### config.mk
export PLATFORM = sky130hd
export DESIGN_NAME = terasic_loopback_sched_flat
export DESIGN_NICKNAME = d
export VERILOG_FILES = /design/src/rtl/lb_sched_pkg.sv /design/src/rtl/terasic_loopback_sched_if.sv /design/src/rtl/lb_sched_next_ch.sv /design/src/rtl/terasic_loopback_sched.sv /design/src/flat_wrapper.sv
export SDC_FILE = /design/constraint.sdc
export NUM_CORES = 1
export LEC_CHECK = 0
export CAP_MARGIN = 20
export CORE_AREA = 10 10 169 171
export CTS_BUF_LIST = sky130_fd_sc_hd__clkbuf_16
export DETAILED_ROUTE_END_ITERATION = 8
export DIE_AREA = 0 0 179 181
export GPL_TIMING_DRIVEN = 0
export HOLD_SLACK_MARGIN = 0.15
export PLACE_DENSITY_LB_ADDON = 0.2
export SLEW_MARGIN = 0
export SYNTH_ARGS = -nofsm -noshare
export SYNTH_HDL_FRONTEND = slang
export SYNTH_SLANG_ARGS = --single-unit
### constraint.sdc
create_clock -name clk -period 7.6 [get_ports clk]
set_clock_uncertainty 0.2 [all_clocks]
set_input_delay 1.52 -clock clk [delete_from_list [all_inputs] [get_ports clk]]
set_output_delay 1.52 -clock clk [all_outputs]
set_load 0.02 [all_outputs]
### src/rtl/lb_sched_pkg.sv
// Shared definitions for the loopback tester scheduler: FSM states,
// register word addresses and CTRL/STATUS bit positions.
package lb_sched_pkg;

    typedef enum logic [2:0] {
        ST_IDLE,
        ST_SELECT,
        ST_ARM,
        ST_RUN,
        ST_CAPTURE,
        ST_DONE
    } state_t;

    localparam logic [2:0] ADDR_CTRL    = 3'd0;
    localparam logic [2:0] ADDR_CH_EN   = 3'd1;
    localparam logic [2:0] ADDR_LOOPS   = 3'd2;
    localparam logic [2:0] ADDR_STATUS  = 3'd3;
    localparam logic [2:0] ADDR_CH_FAIL = 3'd4;
    localparam logic [2:0] ADDR_ERR_SEL = 3'd5;
    localparam logic [2:0] ADDR_ERR_MAP = 3'd6;

    localparam int CTRL_START  = 0;
    localparam int CTRL_ABORT  = 1;
    localparam int CTRL_CLEAR  = 2;
    localparam int CTRL_IRQ_EN = 3;

    localparam int STAT_BUSY      = 0;
    localparam int STAT_DONE      = 1;
    localparam int STAT_FAIL      = 2;
    localparam int STAT_CH_LSB    = 8;
    localparam int STAT_SWEEP_LSB = 16;

endpackage

### src/rtl/terasic_loopback_sched_if.sv
// Avalon-MM slave bus between the interconnect and the scheduler.
interface terasic_loopback_sched_if;
    logic        s_cs;
    logic        s_read;
    logic        s_write;
    logic [2:0]  s_address;
    logic [31:0] s_writedata;
    logic [31:0] s_readdata;

    modport master (
        output s_cs, s_read, s_write, s_address, s_writedata,
        input  s_readdata
    );

    modport slave (
        input  s_cs, s_read, s_write, s_address, s_writedata,
        output s_readdata
    );
endinterface

### src/rtl/lb_sched_next_ch.sv
// Priority finder: lowest enabled channel index at or above ptr.
module lb_sched_next_ch #(
    parameter int CH_NUM = 2
) (
    input  logic [CH_NUM-1:0] ch_en,
    input  logic [3:0]        ptr,
    output logic [3:0]        next_ch,
    output logic              found
);

    // Scan downward so the lowest qualifying index is the last one written.
    always_comb begin
        next_ch = '0;
        found   = 1'b0;
        for (int i = CH_NUM - 1; i >= 0; i--) begin
            if (ch_en[i] && (4'(i) >= ptr)) begin
                next_ch = 4'(i);
                found   = 1'b1;
            end
        end
    end

endmodule

### src/rtl/terasic_loopback_sched.sv
// Loopback tester scheduler: runs one tester channel at a time, repeats the
// sweep LOOPS times and keeps sticky per-pair failure maps.
// Optional feature macro: LB_SCHED_IRQ_EN adds the irq port and CTRL bit3.
module terasic_loopback_sched
    import lb_sched_pkg::*;
#(
    parameter int CH_NUM     = 2,
    parameter int PAIR_NUM   = 32,
    parameter int RUN_CYCLES = 4 * PAIR_NUM + 4
) (
    input  logic                       clk,
    input  logic                       reset_n,
    terasic_loopback_sched_if.slave    bus,
    output logic [CH_NUM-1:0]          lb_test_reset_n,
    input  logic [CH_NUM*PAIR_NUM-1:0] lb_error
`ifdef LB_SCHED_IRQ_EN
    ,
    output logic                       irq
`endif
);

    localparam int CNT_W = (RUN_CYCLES < 2) ? 2 : $clog2(RUN_CYCLES + 1);

    state_t                           state;
    logic [3:0]                       ptr;
    logic [15:0]                      sweeps;
    logic [15:0]                      loops_run;
    logic [CNT_W-1:0]                 cnt;
    logic                             busy;
    logic                             done;
    logic                             fail;
    logic [CH_NUM-1:0][PAIR_NUM-1:0]  err_map;
    logic [CH_NUM-1:0]                ch_en;
    logic [15:0]                      loops;
    logic [2:0]                       err_sel;
    logic [31:0]                      rd_mux;
    logic [PAIR_NUM-1:0]              cur_slice;
    logic [CH_NUM-1:0]                ptr_onehot;
    logic [3:0]                       next_ch;
    logic                             found;
    logic [15:0]                      sweeps_inc;
    logic                             wr;
    logic                             start_req;
    logic                             abort_req;
    logic                             clear_req;
    logic                             unused_wd;
`ifdef LB_SCHED_IRQ_EN
    logic                             irq_pend;
    logic                             irq_en;
`endif

    assign wr         = bus.s_cs & bus.s_write;
    assign start_req  = wr && (bus.s_address == ADDR_CTRL) && bus.s_writedata[CTRL_START];
    assign abort_req  = wr && (bus.s_address == ADDR_CTRL) && bus.s_writedata[CTRL_ABORT];
    assign clear_req  = wr && (bus.s_address == ADDR_CTRL) && bus.s_writedata[CTRL_CLEAR];
    assign sweeps_inc = (sweeps == 16'hFFFF) ? sweeps : sweeps + 16'd1;
    assign unused_wd  = ^bus.s_writedata;

    lb_sched_next_ch #(.CH_NUM(CH_NUM)) u_next_ch (
        .ch_en   (ch_en),
        .ptr     (ptr),
        .next_ch (next_ch),
        .found   (found)
    );

    // Error slice and run-enable bit of the channel under the pointer.
    always_comb begin
        cur_slice  = '0;
        ptr_onehot = '0;
        for (int c = 0; c < CH_NUM; c++) begin
            if (ptr == 4'(c)) begin
                cur_slice     = lb_error[c*PAIR_NUM +: PAIR_NUM];
                ptr_onehot[c] = 1'b1;
            end
        end
    end

    // Software-owned configuration registers.
    always_ff @(posedge clk) begin
        if (!reset_n) begin
            ch_en   <= '0;
            loops   <= 16'd1;
            err_sel <= '0;
`ifdef LB_SCHED_IRQ_EN
            irq_en  <= 1'b0;
`endif
        end else if (wr) begin
            case (bus.s_address)
                ADDR_CH_EN:   ch_en   <= bus.s_writedata[CH_NUM-1:0];
                ADDR_LOOPS:   loops   <= bus.s_writedata[15:0];
                ADDR_ERR_SEL: err_sel <= bus.s_writedata[2:0];
`ifdef LB_SCHED_IRQ_EN
                ADDR_CTRL:    irq_en  <= bus.s_writedata[CTRL_IRQ_EN];
`endif
                default: ;
            endcase
        end
    end

    // Sequencer FSM with status flags and sticky maps; clear is applied
    // before the state case so a combined clear+start clears first.
    always_ff @(posedge clk) begin
        if (!reset_n) begin
            state           <= ST_IDLE;
            ptr             <= '0;
            sweeps          <= '0;
            loops_run       <= 16'd1;
            cnt             <= '0;
            busy            <= 1'b0;
            done            <= 1'b0;
            fail            <= 1'b0;
            err_map         <= '0;
            lb_test_reset_n <= '0;
`ifdef LB_SCHED_IRQ_EN
            irq_pend        <= 1'b0;
`endif
        end else begin
            if (clear_req) begin
                done    <= 1'b0;
                fail    <= 1'b0;
                err_map <= '0;
            end
`ifdef LB_SCHED_IRQ_EN
            if (clear_req || start_req) irq_pend <= 1'b0;
`endif
            if (abort_req) begin
                state           <= ST_IDLE;
                busy            <= 1'b0;
                done            <= 1'b0;
                lb_test_reset_n <= '0;
            end else begin
                case (state)
                    ST_IDLE: begin
                        if (start_req) begin
                            if (|ch_en) begin
                                sweeps    <= '0;
                                ptr       <= '0;
                                done      <= 1'b0;
                                busy      <= 1'b1;
                                loops_run <= (loops == 16'd0) ? 16'd1 : loops;
                                state     <= ST_SELECT;
                            end else begin
                                done     <= 1'b1;
                                fail     <= 1'b0;
`ifdef LB_SCHED_IRQ_EN
                                irq_pend <= 1'b1;
`endif
                                state    <= ST_DONE;
                            end
                        end
                    end
                    ST_SELECT: begin
                        if (found) begin
                            ptr   <= next_ch;
                            cnt   <= CNT_W'(1);
                            state <= ST_ARM;
                        end else begin
                            sweeps <= sweeps_inc;
                            if (sweeps_inc == loops_run) begin
                                done     <= 1'b1;
                                busy     <= 1'b0;
`ifdef LB_SCHED_IRQ_EN
                                irq_pend <= 1'b1;
`endif
                                state    <= ST_DONE;
                            end else begin
                                ptr <= '0;
                            end
                        end
                    end
                    ST_ARM: begin
                        if (cnt == '0) begin
                            cnt             <= CNT_W'(RUN_CYCLES - 1);
                            lb_test_reset_n <= ptr_onehot;
                            state           <= ST_RUN;
                        end else begin
                            cnt <= cnt - CNT_W'(1);
                        end
                    end
                    ST_RUN: begin
                        if (cnt == '0) begin
                            lb_test_reset_n <= '0;
                            state           <= ST_CAPTURE;
                        end else begin
                            cnt <= cnt - CNT_W'(1);
                        end
                    end
                    ST_CAPTURE: begin
                        for (int c = 0; c < CH_NUM; c++) begin
                            if (ptr == 4'(c)) err_map[c] <= err_map[c] | cur_slice;
                        end
                        if (|cur_slice) fail <= 1'b1;
                        lb_test_reset_n <= '0;
                        ptr             <= ptr + 4'd1;
                        state           <= ST_SELECT;
                    end
                    ST_DONE: state <= ST_IDLE;
                    default: state <= ST_IDLE;
                endcase
            end
        end
    end

    // Read data selection.
    always_comb begin
        rd_mux = '0;
        case (bus.s_address)
`ifdef LB_SCHED_IRQ_EN
            ADDR_CTRL:    rd_mux[CTRL_IRQ_EN] = irq_en;
`endif
            ADDR_CH_EN:   rd_mux[CH_NUM-1:0] = ch_en;
            ADDR_LOOPS:   rd_mux[15:0] = loops;
            ADDR_STATUS: begin
                rd_mux[STAT_BUSY]              = busy;
                rd_mux[STAT_DONE]              = done;
                rd_mux[STAT_FAIL]              = fail;
                rd_mux[STAT_CH_LSB +: 3]       = ptr[2:0];
                rd_mux[STAT_SWEEP_LSB +: 16]   = sweeps;
            end
            ADDR_CH_FAIL: begin
                for (int c = 0; c < CH_NUM; c++) rd_mux[c] = |err_map[c];
            end
            ADDR_ERR_SEL: rd_mux[2:0] = err_sel;
            ADDR_ERR_MAP: begin
                for (int c = 0; c < CH_NUM; c++) begin
                    if (err_sel == 3'(c)) rd_mux[PAIR_NUM-1:0] = err_map[c];
                end
            end
            default: ;
        endcase
    end

    // Registered read data, held until the next read.
    always_ff @(posedge clk) begin
        if (!reset_n) begin
            bus.s_readdata <= '0;
        end else if (bus.s_cs && bus.s_read) begin
            bus.s_readdata <= rd_mux;
        end
    end

`ifdef LB_SCHED_IRQ_EN
    assign irq = irq_pend & irq_en;
`endif

endmodule

### src/flat_wrapper.sv
// flat-port wrapper written by rule: the top's interface ports become plain ports
module terasic_loopback_sched_flat import lb_sched_pkg::*;
#(
    parameter int CH_NUM     = 2,
    parameter int PAIR_NUM   = 32,
    parameter int RUN_CYCLES = 4 * PAIR_NUM + 4
)
  (clk, reset_n, lb_test_reset_n, lb_error, bus_s_cs, bus_s_read, bus_s_write, bus_s_address, bus_s_writedata, bus_s_readdata);
  terasic_loopback_sched_if bus_i ();
  input  logic clk;
  input  logic reset_n;
  output logic [CH_NUM-1:0] lb_test_reset_n;
  input  logic [CH_NUM*PAIR_NUM-1:0] lb_error;
  input wire logic [$bits(bus_i.s_cs)-1:0] bus_s_cs;
  input wire logic [$bits(bus_i.s_read)-1:0] bus_s_read;
  input wire logic [$bits(bus_i.s_write)-1:0] bus_s_write;
  input wire logic [$bits(bus_i.s_address)-1:0] bus_s_address;
  input wire logic [$bits(bus_i.s_writedata)-1:0] bus_s_writedata;
  output wire logic [$bits(bus_i.s_readdata)-1:0] bus_s_readdata;
  assign bus_i.s_cs = bus_s_cs;
  assign bus_i.s_read = bus_s_read;
  assign bus_i.s_write = bus_s_write;
  assign bus_i.s_address = bus_s_address;
  assign bus_i.s_writedata = bus_s_writedata;
  assign bus_s_readdata = bus_i.s_readdata;
  terasic_loopback_sched #(.CH_NUM(CH_NUM), .PAIR_NUM(PAIR_NUM), .RUN_CYCLES(RUN_CYCLES)) u_core (.clk(clk), .reset_n(reset_n), .bus(bus_i), .lb_test_reset_n(lb_test_reset_n), .lb_error(lb_error));
endmodule
# Word level (Yosys, flattened, before mapping)
# Index checks and enable logic that the tools add are counted.
# word_totals
regBits	169
in_bits	104
out_inout_bits	34
elab_cells	144
# classes
add_sub_neg	3
magnitude_cmp	2
n_eq_ne	24
n_mux	63
bitwise_logic	5
reduce_logical	32
# ops
op	n
two-way mux 32 bit	6
two-way mux 64 bit	3
OR reduction 32 bit	3
two-way mux 16 bit	5
bitwise OR 32 bit	2
one-hot mux 16 bit (2 select lines)	2
two-way mux 8 bit	3
one-hot mux 8 bit (3 select lines)	1
two-way mux 4 bit	5
one-hot mux 5 bit (2 select lines)	2
two-way mux 1 bit	19
two-way mux 3 bit	6
adder 16 x 1 -> 16 bit (second input constant)	1
equality test 16 bit	1
equality test 16 bit (second input constant)	1
zero test 16 bit	1
one-hot mux 3 bit (5 select lines)	1
AND reduction 5 bit	3
equality test 3 x 2 -> 1 bit (second input constant)	4
equality test 3 bit (second input constant)	4
!= test 2 x 1 -> 1 bit (second input constant)	6
one-hot mux 2 bit (6 select lines)	1
one-hot mux 4 bit (3 select lines)	1
AND reduction 4 bit	3
other kinds (24)	45

# Logic depth before layout (Yosys ltp)
# depth
ltp_word	8
depth_mapped	11
mapped_depth_nobuf	10

# Hierarchy
# A second synthesis with hierarchy kept.
# unflattened
hier_cells	1041
hier_area_um2	8341.8
# by_module_without_submodules
module	instances	cells_per_inst	area_each_um2	seq_area_each_um2
terasic_loopback_sched	1	1033	8282.9	3383.2
lb_sched_next_ch	1	8	58.8	0.0

# Worst setup path before layout
# OpenSTA, ideal clock, no wires.
# synth_path
kind	input to register
start	input port bus_s_address[2]
end	register u_core.loops_run[10]
setup_ps	116
t_arrival_ps	3120
t_required_ps	7284
path_slack_ps	4164
path_stages	9
cell_sequence	clkbuf_1 -> nor2_1 -> and3_1 -> nand2_1 -> or3_1 -> clkbuf_1 -> buf_2 -> mux2i_1 -> nor2b_1
# synth_via
elab_chain_len	5
word_cells_on_any_way	6
# synth_lines
item	line	text
start: declaration	flat_wrapper.sv:17	input wire logic [$bits(bus_i.s_address)-1:0] bus_s_address;
zero test 3 bit (*)	terasic_loopback_sched.sv:53, terasic_loopback_sched.sv:54	
logical AND 1 bit (*)	terasic_loopback_sched.sv:53, terasic_loopback_sched.sv:54	
logical AND 1 bit	terasic_loopback_sched.sv:54	assign abort_req = wr && (bus.s_address == ADDR_CTRL) && bus.s_writedata[CTRL_ABORT];
NOT 1 bit (no line)	-	
AND reduction 4 bit (no line) (*)	-	
end signal: assignment	terasic_loopback_sched.sv:140	loops_run <= (loops == 16'd0) ? 16'd1 : loops;
end: declaration	terasic_loopback_sched.sv:27	logic [15:0] loops_run;
# Every way passes the cells marked *; elsewhere a longest branch is shown, timed or not.
# A chain may end at the register's enable or synchronous reset.

# Final worst setup path
# layout_path
start	input port bus_s_address[1]
end	register u_core.err_map[35] (netlist name)
# layout_via
elab_chain_len	7
word_cells_on_any_way	8
# layout_lines
item	line	text
zero test 3 bit (*)	terasic_loopback_sched.sv:54, terasic_loopback_sched.sv:55	
logical AND 1 bit (*)	terasic_loopback_sched.sv:54, terasic_loopback_sched.sv:55	
logical AND 1 bit	terasic_loopback_sched.sv:55	assign clear_req = wr && (bus.s_address == ADDR_CTRL) && bus.s_writedata[CTRL_CLEAR];
two-way mux 64 bit	terasic_loopback_sched.sv:118	if (clear_req) begin
two-way mux 32 bit	terasic_loopback_sched.sv:190	if (ptr == 4'(c)) err_map[c] <= err_map[c] | cur_slice;
two-way mux 64 bit	terasic_loopback_sched.sv:132	case (state)
two-way mux 64 bit (*)	terasic_loopback_sched.sv:126	if (abort_req) begin
end signal: indexed assignment	terasic_loopback_sched.sv:190	
end: declaration	terasic_loopback_sched.sv:32	logic [CH_NUM-1:0][PAIR_NUM-1:0] err_map;
# Marked as above.

==> flow_results.org <==
** Clocking
- After clock tree synthesis, the flow added hold-fix buffers numbering 0.
- # Post-CTS Setup Buffers :: 0
- CTS tree :: built
- The clock passes through at most 2 buffers.
- CTS saw 169 sinks.
- Cell at the root of the clock tree :: sky130_fd_sc_hd__clkbuf_16
- Max H-tree Level :: 4
- Clock-pin slew was measured on the worst setup and hold paths at 0.07 ns.
- CTS buffer count :: 17
- Clock latency of the later-clocked register in the worst-skew pair :: 0.44 ns
- Post-cts gate resize count :: 0

** Placed design
- Dpl ws :: 2.74 ns
- In this run the tool buffered the top-level ports with 119 buffer cells.
- The wire-length estimate of the detail-placed layout is 25200 µm.
- Final weighted congestion in routability-driven placement :: 0.947

** Logic synthesis
- Dominant cell type by area after synthesis :: sky130_fd_sc_hd__dfxtp_1
- The synthesized netlist contains 68 unique library cells.
- Of the synthesized area, sequential elements account for 0.389.
- Dividing the synthesized area by the synthesized cell count gives 7.93 µm².
- Predominant post-synthesis flop cell :: sky130_fd_sc_hd__dfxtp_1
- Counting flops with an async set or reset pin after synthesis yields a share of 0.
- Yosys printed 0 warnings.
- Among all cell types in the netlist, the one instantiated most often is sky130_fd_sc_hd__nand2_1.
- After technology mapping, the gate count stands at 1097.
- FF+latch count, synth :: 169
- Yosys top cell area share :: 0.389
- Post-synth net total :: 1206
- By area the synthesized netlist is led by sky130_fd_sc_hd__dfxtp_1 (39%), sky130_fd_sc_hd__nand2_1 (7.4%), sky130_fd_sc_hd__a21oi_1 (5.5%), sky130_fd_sc_hd__nor2_1 (4.4%), sky130_fd_sc_hd__mux2i_1 (3.8%).
- The cell area that synthesis handed to floorplanning was 0.00869 mm².
- By count the netlist is led by sky130_fd_sc_hd__nand2_1 (171), sky130_fd_sc_hd__dfxtp_1 (169), sky130_fd_sc_hd__nor2_1 (101), sky130_fd_sc_hd__a21oi_1 (96), sky130_fd_sc_hd__clkbuf_1 (66).
- Number of flops mapped to enable cells by yosys :: 0

** Worst setup path
- The worst setup path is captured at a flop.
- Cell type of the slowest stage on the worst timing path :: sky130_fd_sc_hd__clkbuf_1
- On the worst path, the slowest cell contributes a delay of 0.56 ns.
- WS Path Type :: in2reg
- Reg-to-reg critical path endpoint :: u_core.ptr[0]
- R2R setup slack :: 3.97 ns
- Of all nets on the critical path, the largest fanout is 10.
- STA classifies the critical path startpoint as an input pin.
- Data arrival time of the worst path :: 4.53 ns
- Reg-to-reg critical path startpoint :: u_core.sweeps[1]
- The number of cells on the worst reg-to-reg path is 10.
- Series of cell instances along the critical path :: clkdlybuf4s50_1 > clkbuf_1 > nand3b_1 > nor3_1 > nand2_1 > nand2_1 > nor2_1 > o21ai_1 > clkbuf_1 > nor2_1
- Critical Path RT :: 7.70 ns

** Timing
- The number of max-slew violations in the final report came to 0.
- The hold violation count in the final report was 0.
- Setup repair after global routing left no endpoint under its margin.
- Derived from the worst setup path, the maximum achievable clock frequency is 0.226 GHz.
- At the pin with the least slew margin, the transition time is 0.962 ns.
- In the finished design, the share of the clock period the worst path needs comes to 0.582.
- After layout, the worst setup slack is 3.17 ns.
- Headroom to the max-slew limit came out at 0.353.
- Setup violations remaining at the end of the flow were counted as 0.
- Final hold analysis gives a worst-case slack of 0.270 ns.
- Final worst path period need :: 4.43 ns
- Setup Total Neg Slack :: 0 ns

** Power and ir drop
- For this design the ratio of total power to cell area is 196 mW/mm².
- Of the total power, the share spent switching nets is 0.293.
- Sequential group share of total power :: 0.439
- Clock power frac :: 0.413
- Summed over all nets, the switching power comes to 0.000626 W.
- Leakage power of the design :: 4.24 nW
- Post-layout power :: 0.00214 W
- Combinational share of power :: 0.148
- Worst vdd ir :: 0.000126 V
- Cell internal power was estimated by the tool at 0.00151 W.

** Global routing
- Total routing usage reported by global routing :: 0.196
- Number of global-route vias before repair :: 8675
- Global-route wire length before repair :: 50100 µm
- The number of antenna violations at the first check in global routing was 0.
- After global routing the overflow that remains totals 0.
- Entering global routing, the biggest net connects 18 pins.

** Layout
- Of the cells placed in the final design, the portion with a size suffix greater than 1 is 0.0489.
- Counting the fill cells in the layout gives 2599.
- Register cell area after layout :: 0.00338 mm²
- Area taken by multi-input logic gates :: 0.00496 mm²
- 0 antenna diodes ended up in the layout.
- Final-stage net count :: 1344
- Signed area change from the synthesized netlist to the final layout :: 25.2%

** Min path
- In this run the worst hold path is classified as reg2reg.
- For hold timing, the worst endpoint is u_core.bus.s_readdata[10].
- Along the worst hold path, the cell count comes to 2.
- The startpoint identified for the worst hold timing path is u_core.bus.s_readdata[10].

** Drt
- Count of unresolved DRC violations after routing :: 0
- The first routing iteration left 658 violations.
- Average wire length per cell after detail routing :: 20.3 µm
- Antenna viol nets, final :: 0
- After detailed routing, the total wire length is 32100 µm.
- Total via count after detailed routing :: 8598
- Total iterations of the first detailed-routing run :: 5
- Average vias per placed instance :: 5.45

** Floorplan
- I/O Pins :: 138
- Die boundary height :: 181 µm
- The die covers 0.0324 mm².
- The core region is 0.0250 mm².
- Number of rows in the core area :: 58
- The die is 179 µm wide.
- Effective utilization at floorplan :: 0.347

** Run status
- Status :: finished clean

** Flow run
- Total of max-cap violations :: 0
-- how the worst max path moves through the flow --
stage,endpoint,depth (start not counted),slack (ns),startpoint
6_report,u_core.err_map[35],10,3.17,bus_s_address[1]
5_1_grt,u_core.sweeps[4],10,2.94,bus_s_address[1]
4_1_cts,u_core.err_map[33],10,3.20,bus_s_address[1]
3_5_place_dp,u_core.err_map[33],10,2.74,bus_s_address[1]
3_3_place_gp,u_core.err_map[34],10,2.79,bus_s_address[1]
2_1_floorplan,u_core.loops_run[10],9,4.16,bus_s_address[2]
-- cells by family (layout without fill, tap and decap cells) --
group	count (synthesis)	count (layout)	share of synthesized area
mux	33	33	0.0380
simple gates	480	480	0.271
flops	169	169	0.389
buf+inv	89	240	0.0409
xor+xnor	21	21	0.0212
compound gates	300	300	0.233
fa+ha+maj	5	5	0.00720
-- worst max-delay path, delay by kind of cell --
family,cells,cell delay [ns]
AO/OA/AOI/OAI,1,0.43
buffers and inverters,3,1.30
AND/OR/NAND/NOR,6,1.28
-- per-stage QoR --
step,utilization,std cells,instance area (µm²)
after detailed placement,0.411,1546,10300
after floorplan,-,1097,8690
after global placement,0.411,1546,10300
final,0.435,1578,10900
after CTS,0.435,1578,10900
after global routing,0.435,1578,10900
-- cell type report --
type	count	share of cell area
timing repair buffer	119	0.109
multi-input combinational	839	0.455
clock inverter	15	0.0147
tap	330	0.0379
sequential	169	0.311
clock buffer	17	0.0391
inverter	7	0.00241
buffer	82	0.0302
-- per-layer routing --
metal	vias to the layer above	global-route usage	wire length [µm]
met5	-	0	0
met4	0	0.0460	657
met3	41	0.0382	1820
met2	262	0.329	15200
met1	4049	0.251	14400
li1	4246	-	-
-- power groups by stage --
stage | Combinational, W | Sequential [W] | Clock [W]
CTS | 0.000316 | 0.000936 | 0.000890
floorplan | 0.000166 | 0.000958 | 0
finish | 0.000317 | 0.000937 | 0.000882
global placement | 0.000314 | 0.000957 | 0
global route | 0.000346 | 0.000939 | 0.000923
detailed placement | 0.000314 | 0.000957 | 0
-- layout by cell type (no fill, tap or decap), drive strengths merged, types with 16 or more instances in the layout --
master / synthesis / final
nand2: 171 / 171
dfxtp: 169 / 169
clkdlybuf4s50: 0 / 119
nor2: 102 / 102
a21oi: 96 / 96
clkbuf: 66 / 83
nand3: 47 / 47
o21ai: 46 / 46
mux2i: 33 / 33
a22oi: 32 / 32
nor4: 31 / 31
o211a: 29 / 29
o211ai: 29 / 29
nor2b: 27 / 27
a21boi: 20 / 20
nor3: 18 / 18
buf: 16 / 16
inv: 7 / 16
-- registers in the layout (all words and copies together), names as in the netlist, 4 cells and up --
signal / count
u_core.bus.s_readdata: 32
u_core.sweeps: 16
u_core.loops_run: 16
u_core.cnt: 8
u_core.err_map: 64
u_core.ptr: 4
u_core.loops: 16
Power figures use the tool's default switching activity.
